**src/rtl/muldiv_sequencer.sv**
```systemverilog
// Iterative MULT/MULTU/DIV/DIVU sequencer owning the HI/LO pair; also services MTHI/MTLO.
// Define MULDIV_RADIX4_EN to retire two iterations per clock (WIDTH/2 cycles per op).
module muldiv_sequencer #(
    parameter int WIDTH = 32,
    parameter int CNT_W = 6
) (
    input  logic             clk,
    input  logic             reset,
    input  logic             startE,
    input  logic [1:0]       opE,
    input  logic [WIDTH-1:0] srcaE,
    input  logic [WIDTH-1:0] srcbE,
    input  logic             hienE,
    input  logic             loenE,
    input  logic [WIDTH-1:0] wdataE,
    input  logic             rdhiloD,
    output logic [WIDTH-1:0] hi,
    output logic [WIDTH-1:0] lo,
    output logic             busy,
    output logic             stallmd
);

    typedef enum logic {IDLE, RUN} state_t;

`ifdef MULDIV_RADIX4_EN
    localparam logic [CNT_W-1:0] LAST = CNT_W'(WIDTH/2 - 1);
`else
    localparam logic [CNT_W-1:0] LAST = CNT_W'(WIDTH - 1);
`endif

    state_t           state;
    state_t           stateNext;
    logic [CNT_W-1:0] count;
    logic [WIDTH-1:0] accHi;
    logic [WIDTH-1:0] accLo;
    logic [WIDTH-1:0] operand;
    logic             isDiv;
    logic             fixHi;
    logic             fixLo;

    logic             signedOp;
    logic             aNeg;
    logic             bNeg;
    logic [WIDTH-1:0] aMag;
    logic [WIDTH-1:0] bMag;
    logic [2*WIDTH-1:0] step1;
    logic [2*WIDTH-1:0] stepOut;
    logic [2*WIDTH-1:0] prod;
    logic [WIDTH-1:0] resHi;
    logic [WIDTH-1:0] resLo;
    logic             lastIter;

    // Shift-add: {ah,al} shifts right, multiplicand added into the upper half.
    function automatic logic [2*WIDTH-1:0] mulStep(
        input logic [WIDTH-1:0] ah,
        input logic [WIDTH-1:0] al,
        input logic [WIDTH-1:0] m
    );
        logic [WIDTH:0] sum;
        sum = {1'b0, ah} + (al[0] ? {1'b0, m} : '0);
        return {sum[WIDTH:1], sum[0], al[WIDTH-1:1]};
    endfunction

    // Restoring divide: ah is the partial remainder, al shifts dividend out / quotient in.
    function automatic logic [2*WIDTH-1:0] divStep(
        input logic [WIDTH-1:0] ah,
        input logic [WIDTH-1:0] al,
        input logic [WIDTH-1:0] d
    );
        logic [WIDTH:0] sh;
        logic [WIDTH:0] diff;
        sh   = {ah, al[WIDTH-1]};
        diff = sh - {1'b0, d};
        if (!diff[WIDTH]) begin
            return {diff[WIDTH-1:0], al[WIDTH-2:0], 1'b1};
        end
        return {sh[WIDTH-1:0], al[WIDTH-2:0], 1'b0};
    endfunction

    assign busy     = (state == RUN);
    assign stallmd  = busy & (startE | hienE | loenE | rdhiloD);
    assign lastIter = (count == LAST);

    always_comb begin
        signedOp = opE[0];
        aNeg     = signedOp & srcaE[WIDTH-1];
        bNeg     = signedOp & srcbE[WIDTH-1];
        aMag     = aNeg ? -srcaE : srcaE;
        bMag     = bNeg ? -srcbE : srcbE;
    end

    always_comb begin
        step1 = isDiv ? divStep(accHi, accLo, operand)
                      : mulStep(accHi, accLo, operand);
`ifdef MULDIV_RADIX4_EN
        stepOut = isDiv ? divStep(step1[2*WIDTH-1:WIDTH], step1[WIDTH-1:0], operand)
                        : mulStep(step1[2*WIDTH-1:WIDTH], step1[WIDTH-1:0], operand);
`else
        stepOut = step1;
`endif
        prod  = fixLo ? -stepOut : stepOut;
        resHi = prod[2*WIDTH-1:WIDTH];
        resLo = prod[WIDTH-1:0];
        if (isDiv) begin
            resHi = fixHi ? -stepOut[2*WIDTH-1:WIDTH] : stepOut[2*WIDTH-1:WIDTH];
            resLo = fixLo ? -stepOut[WIDTH-1:0] : stepOut[WIDTH-1:0];
        end
    end

    always_comb begin
        stateNext = state;
        unique case (state)
            IDLE: if (startE) stateNext = RUN;
            RUN:  if (lastIter) stateNext = IDLE;
            default: stateNext = IDLE;
        endcase
    end

    always_ff @(posedge clk or posedge reset) begin
        if (reset) begin
            state <= IDLE;
        end else begin
            state <= stateNext;
        end
    end

    always_ff @(posedge clk or posedge reset) begin
        if (reset) begin
            count   <= '0;
            hi      <= '0;
            lo      <= '0;
            accHi   <= '0;
            accLo   <= '0;
            operand <= '0;
            isDiv   <= 1'b0;
            fixHi   <= 1'b0;
            fixLo   <= 1'b0;
        end else if (state == IDLE) begin
            if (hienE) hi <= wdataE;
            if (loenE) lo <= wdataE;
            if (startE) begin
                count   <= '0;
                isDiv   <= opE[1];
                accHi   <= '0;
                accLo   <= opE[1] ? aMag : bMag;
                operand <= opE[1] ? bMag : aMag;
                fixHi   <= aNeg;
                // Divide-by-zero keeps an all-ones quotient regardless of sign.
                fixLo   <= (aNeg ^ bNeg) & ~(opE[1] & (srcbE == '0));
            end
        end else begin
            accHi <= stepOut[2*WIDTH-1:WIDTH];
            accLo <= stepOut[WIDTH-1:0];
            count <= count + 1'b1;
            if (lastIter) begin
                hi    <= resHi;
                lo    <= resLo;
                count <= '0;
            end
        end
    end

endmodule

```
**config.mk**
```make
export PLATFORM = sky130hd
export DESIGN_NAME = muldiv_sequencer
export DESIGN_NICKNAME = d
export VERILOG_FILES = /design/src/rtl/muldiv_sequencer.sv
export SDC_FILE = /design/constraint.sdc
export NUM_CORES = 1
export LEC_CHECK = 0
export ABC_AREA = 1
export BUFFER_PORTS_ARGS = -buffer_cell sky130_fd_sc_hd__buf_4
export CORE_ASPECT_RATIO = 0.9
export CORE_MARGIN = 2
export CORE_UTILIZATION = 45
export DETAILED_ROUTE_END_ITERATION = 10
export PLACE_DENSITY = 0.68
export SKIP_CTS_REPAIR_TIMING = 1
export SLEW_MARGIN = 20
export SYNTH_ARGS = -nofsm -noshare
export SYNTH_HDL_FRONTEND = slang
export SYNTH_SLANG_ARGS = --single-unit
```
**constraint.sdc**
```tcl
create_clock -name clk -period 5.5 [get_ports clk]
set_clock_uncertainty 0.05 [all_clocks]
set_input_delay 0.275 -clock clk [delete_from_list [all_inputs] [get_ports clk]]
set_output_delay 0.275 -clock clk [all_outputs]
set_load 0.01 [all_outputs]
```
==> metrics.md <==
| Metric | Value |
|---|---|
| Status | `finished, final reports clean` |
| Clock buffer count from CTS | `17` |
| Max Fclk | `between 200 and 250 MHz` |
| Syn-to-layout area delta | `12.78%` |
| Critical Path RT | `~5800 ps` |
| Crit-path most repeated cell | `nand2_1` |
| Hold Path Class | `primary input to register` |
| Die Span Y | `~190 um` |
| Count leader, synth | `nand2_1` |
| Post-synthesis cell type count | `63` |
| Vias in the first global route | `around 19000` |
| Multi-input logic area | `about 11000 um^2` |
| CP Class | `register to register` |
| Share of cells above drive strength 1 | `between 10% and 20%` |
| Critical Path Start Type | `register` |
| Starting Density | `a little under half` |
| Yosys Warn Count | `0` |
| Most instantiated cells after synthesis | `nand2_1, inv_1, nor2_1, nand3_1, dfrtp_1` |
| DR pass1 iterations | `6` |
| Number of port buffers | `between 150 and 200` |
| Die area | `~41000 um^2` |
| Vias | `~20000` |
| Clock root buffer | `clkbuf_16` |
| Total Nets Final | `3202` |
| Register area | `between 4000 and 5000 um^2` |
| Synthesized net count | `3085` |
| Number of synthesized register bits | `between 150 and 200` |
| Wirelength per Cell | `22.03 um` |
| Post-DP HPWL | `between 60000 and 70000 um` |
| Syn Inst Count | `a little under 3000` |
| Period Utilization, post-route | `slightly below 90%` |
| Initial antenna violation count | `2` |
| Worst vdd ir | `approximately 0.27 mV` |
| Minimum clock period | `roughly 4800 ps` |
| Max Cap Viol | `0` |
| Clock Pin Slew Worst Setup and Hold Paths | `70 ps` |
| # IOs | `170` |
| Routability Congestion | `around 1.0` |
| Worst rel slew slack | `35.80%` |
| Gr usage total | `~40%` |
| Finish-stage setup viols | `0` |
| TritonCTS clock tree | `built` |
| Synth top area share | `between 20 and 25%` |
| Fin area | `approximately 20000 um^2` |
| Setup crit end kind | `register` |
| Clock Sinks | `170` |
| Core ar. | `a little under 40000 um^2` |
| H-tree depth | `4` |
| Placed cells | `about 3500` |
| Seq/Total Area, Yosys | `between 20 and 25%` |
| Synth area leaders | `dfrtp_1, nand2_1, inv_1, nor2_1, nand3_1` |
| Power per cell area | `roughly 670 nW/um^2` |
| # DRC | `0` |
| Slowest CP cell | `fa_1` |
| Final Max Slew Viols | `0` |
| Fin cells | `approximately 3600` |
| Dpl cell area | `between 15000 and 20000 um^2` |
| FP Rows | `68` |
| Worst-skew pair later-pin latency | `approximately 480 ps` |
| Drt via density | `~5.7` |
| Cell family with most CP delay | `simple AND/OR/NAND/NOR gates` |
| Post-Route Setup TNS | `0 ps` |
| Clock Path Buffers | `2` |
| RSZ-0062 raised after global routing | `false` |
| Slew @ Worst Pin | `~960 ps` |
| Synthesized area | `between 15000 and 20000 um^2` |
| Top FF cell, synth | `dfrtp_1` |
| Chip width | `212.8 um` |
| Overflow after GRT | `0` |
| Synth async-reset ratio | `100.0%` |
| Leak | `approximately 10 nW` |
| Fillers | `between 4000 and 5000` |
| Worst stage delay on the critical path | `440 ps` |
| DR iter-0 viols | `approximately 2300` |
| Routed WL | `about 79000 um` |
| WP buf/inv | `4` |
| Number of flops mapped to enable cells by yosys | `0` |
| Final Hold Fails | `0` |
| Critical path fanouts, max | `6` |
| First-pass GRT wire length | `~120000 um` |
| Mapped Avg Cell Area | `between 6 and 7 um^2` |
| Leading area contributor after synthesis | `dfrtp_1` |
| Critical path arrival | `about 5100 ps` |
| Post-detailed-route count of antenna-violating nets | `0` |
| Pin count of the biggest net entering global routing | `65` |
worst register-to-register path: cells and delay by family (launching register included):
kind | cells | cell delay (ps)
simple gates | 26 | 3060
fa+ha+maj | 3 | 750
flops | 1 | 380
buf+inv | 4 | 250
compound gates | 1 | 210
kinds of logic after synthesis:
group | Yosys count | share of synthesized area, %
and+or+nand+nor | 1610 | 39.77
buffers and inverters | 528 | 11.68
AOI/OAI and AO/OA | 453 | 15.40
DFF | 170 | 24.09
xor gates and xnor gates | 77 | 3.819
adders and majority gates | 71 | 5.115
muxes | 1 | 0.1275
layout by cell type (no fill, tap or decap), drive strengths merged, types with 11 or more instances in the layout:
cell type / count
buf: 193
inv: 433
o21ai: 149
xor2: 61
ha: 69
nand3: 210
o211ai: 24
o2111ai: 11
nor2: 372
dfrtp: 170
a22oi: 14
nand4: 40
xnor2: 16
o21bai: 11
clkbuf: 19
a21oi: 151
o22ai: 18
nand2: 902
nor3: 34
a31oi: 23
nand3b: 14
or2: 29
o221ai: 26
flip-flops by register name, indices dropped and copies added (netlist names):
| register | cells |
|---|---|
| accLo | 32 |
| hi | 32 |
| fixHi | 1 |
| lo | 32 |
| busy | 1 |
| accHi | 32 |
| count | 6 |
| isDiv | 1 |
| fixLo | 1 |
| operand | 32 |
final timing paths:
path	from	endpoint	slack (ps)	cells past startpoint
min in group asynchronous	reset	operand[10]	380	3
hold reg to reg	lo[17]	lo[17]	450	2
hold / removal	srcaE[0]	accLo[0]	20	3
setup / recovery	accLo[31]	hi[22]	710	34
max in group asynchronous	reset	hi[27]	3610	4
setup reg to reg	accLo[31]	hi[22]	710	34
final cells by class:
class,count,share of cell area [%]
flip-flops and latches,170,21.37
clock inverters,13,0.5402
diodes,1,0.01256
inverters,432,8.179
repair buffers,194,7.325
multi-input cells,2212,57.05
clock buffers,19,2.224
well taps,525,3.298
where the power goes:
part | switching, W | internal (W) | leakage (nW) | total [W]
clock | 0.000614 | 0.000603 | 0.271 | 0.00122
sequential | 0.000540 | 0.00179 | 2.02 | 0.00233
combinational | 0.00689 | 0.00297 | 7.94 | 0.00986
total | 0.00804 | 0.00537 | 10.2 | 0.0134
stage by stage:
step	setup WS, ps	total power [W]	hold slack (ps)	util (%)
floorplan	571.6	0.008644	369.1	-
global placement	875.8	0.01193	354.5	50.22
detailed placement	830.5	0.01195	353.2	50.22
CTS	807.8	0.01320	-155.6	51.65
global route	188.9	0.01442	33.25	51.67
finish	713.7	0.01341	19.18	51.68
metal layers:
metal	track usage, %	routed length (um)
met5	0	13
met4	18.91	3977
met3	7.652	7392
met2	61.01	34940
met1	51.14	32230
No activity file was read; power rests on OpenSTA's default activity.
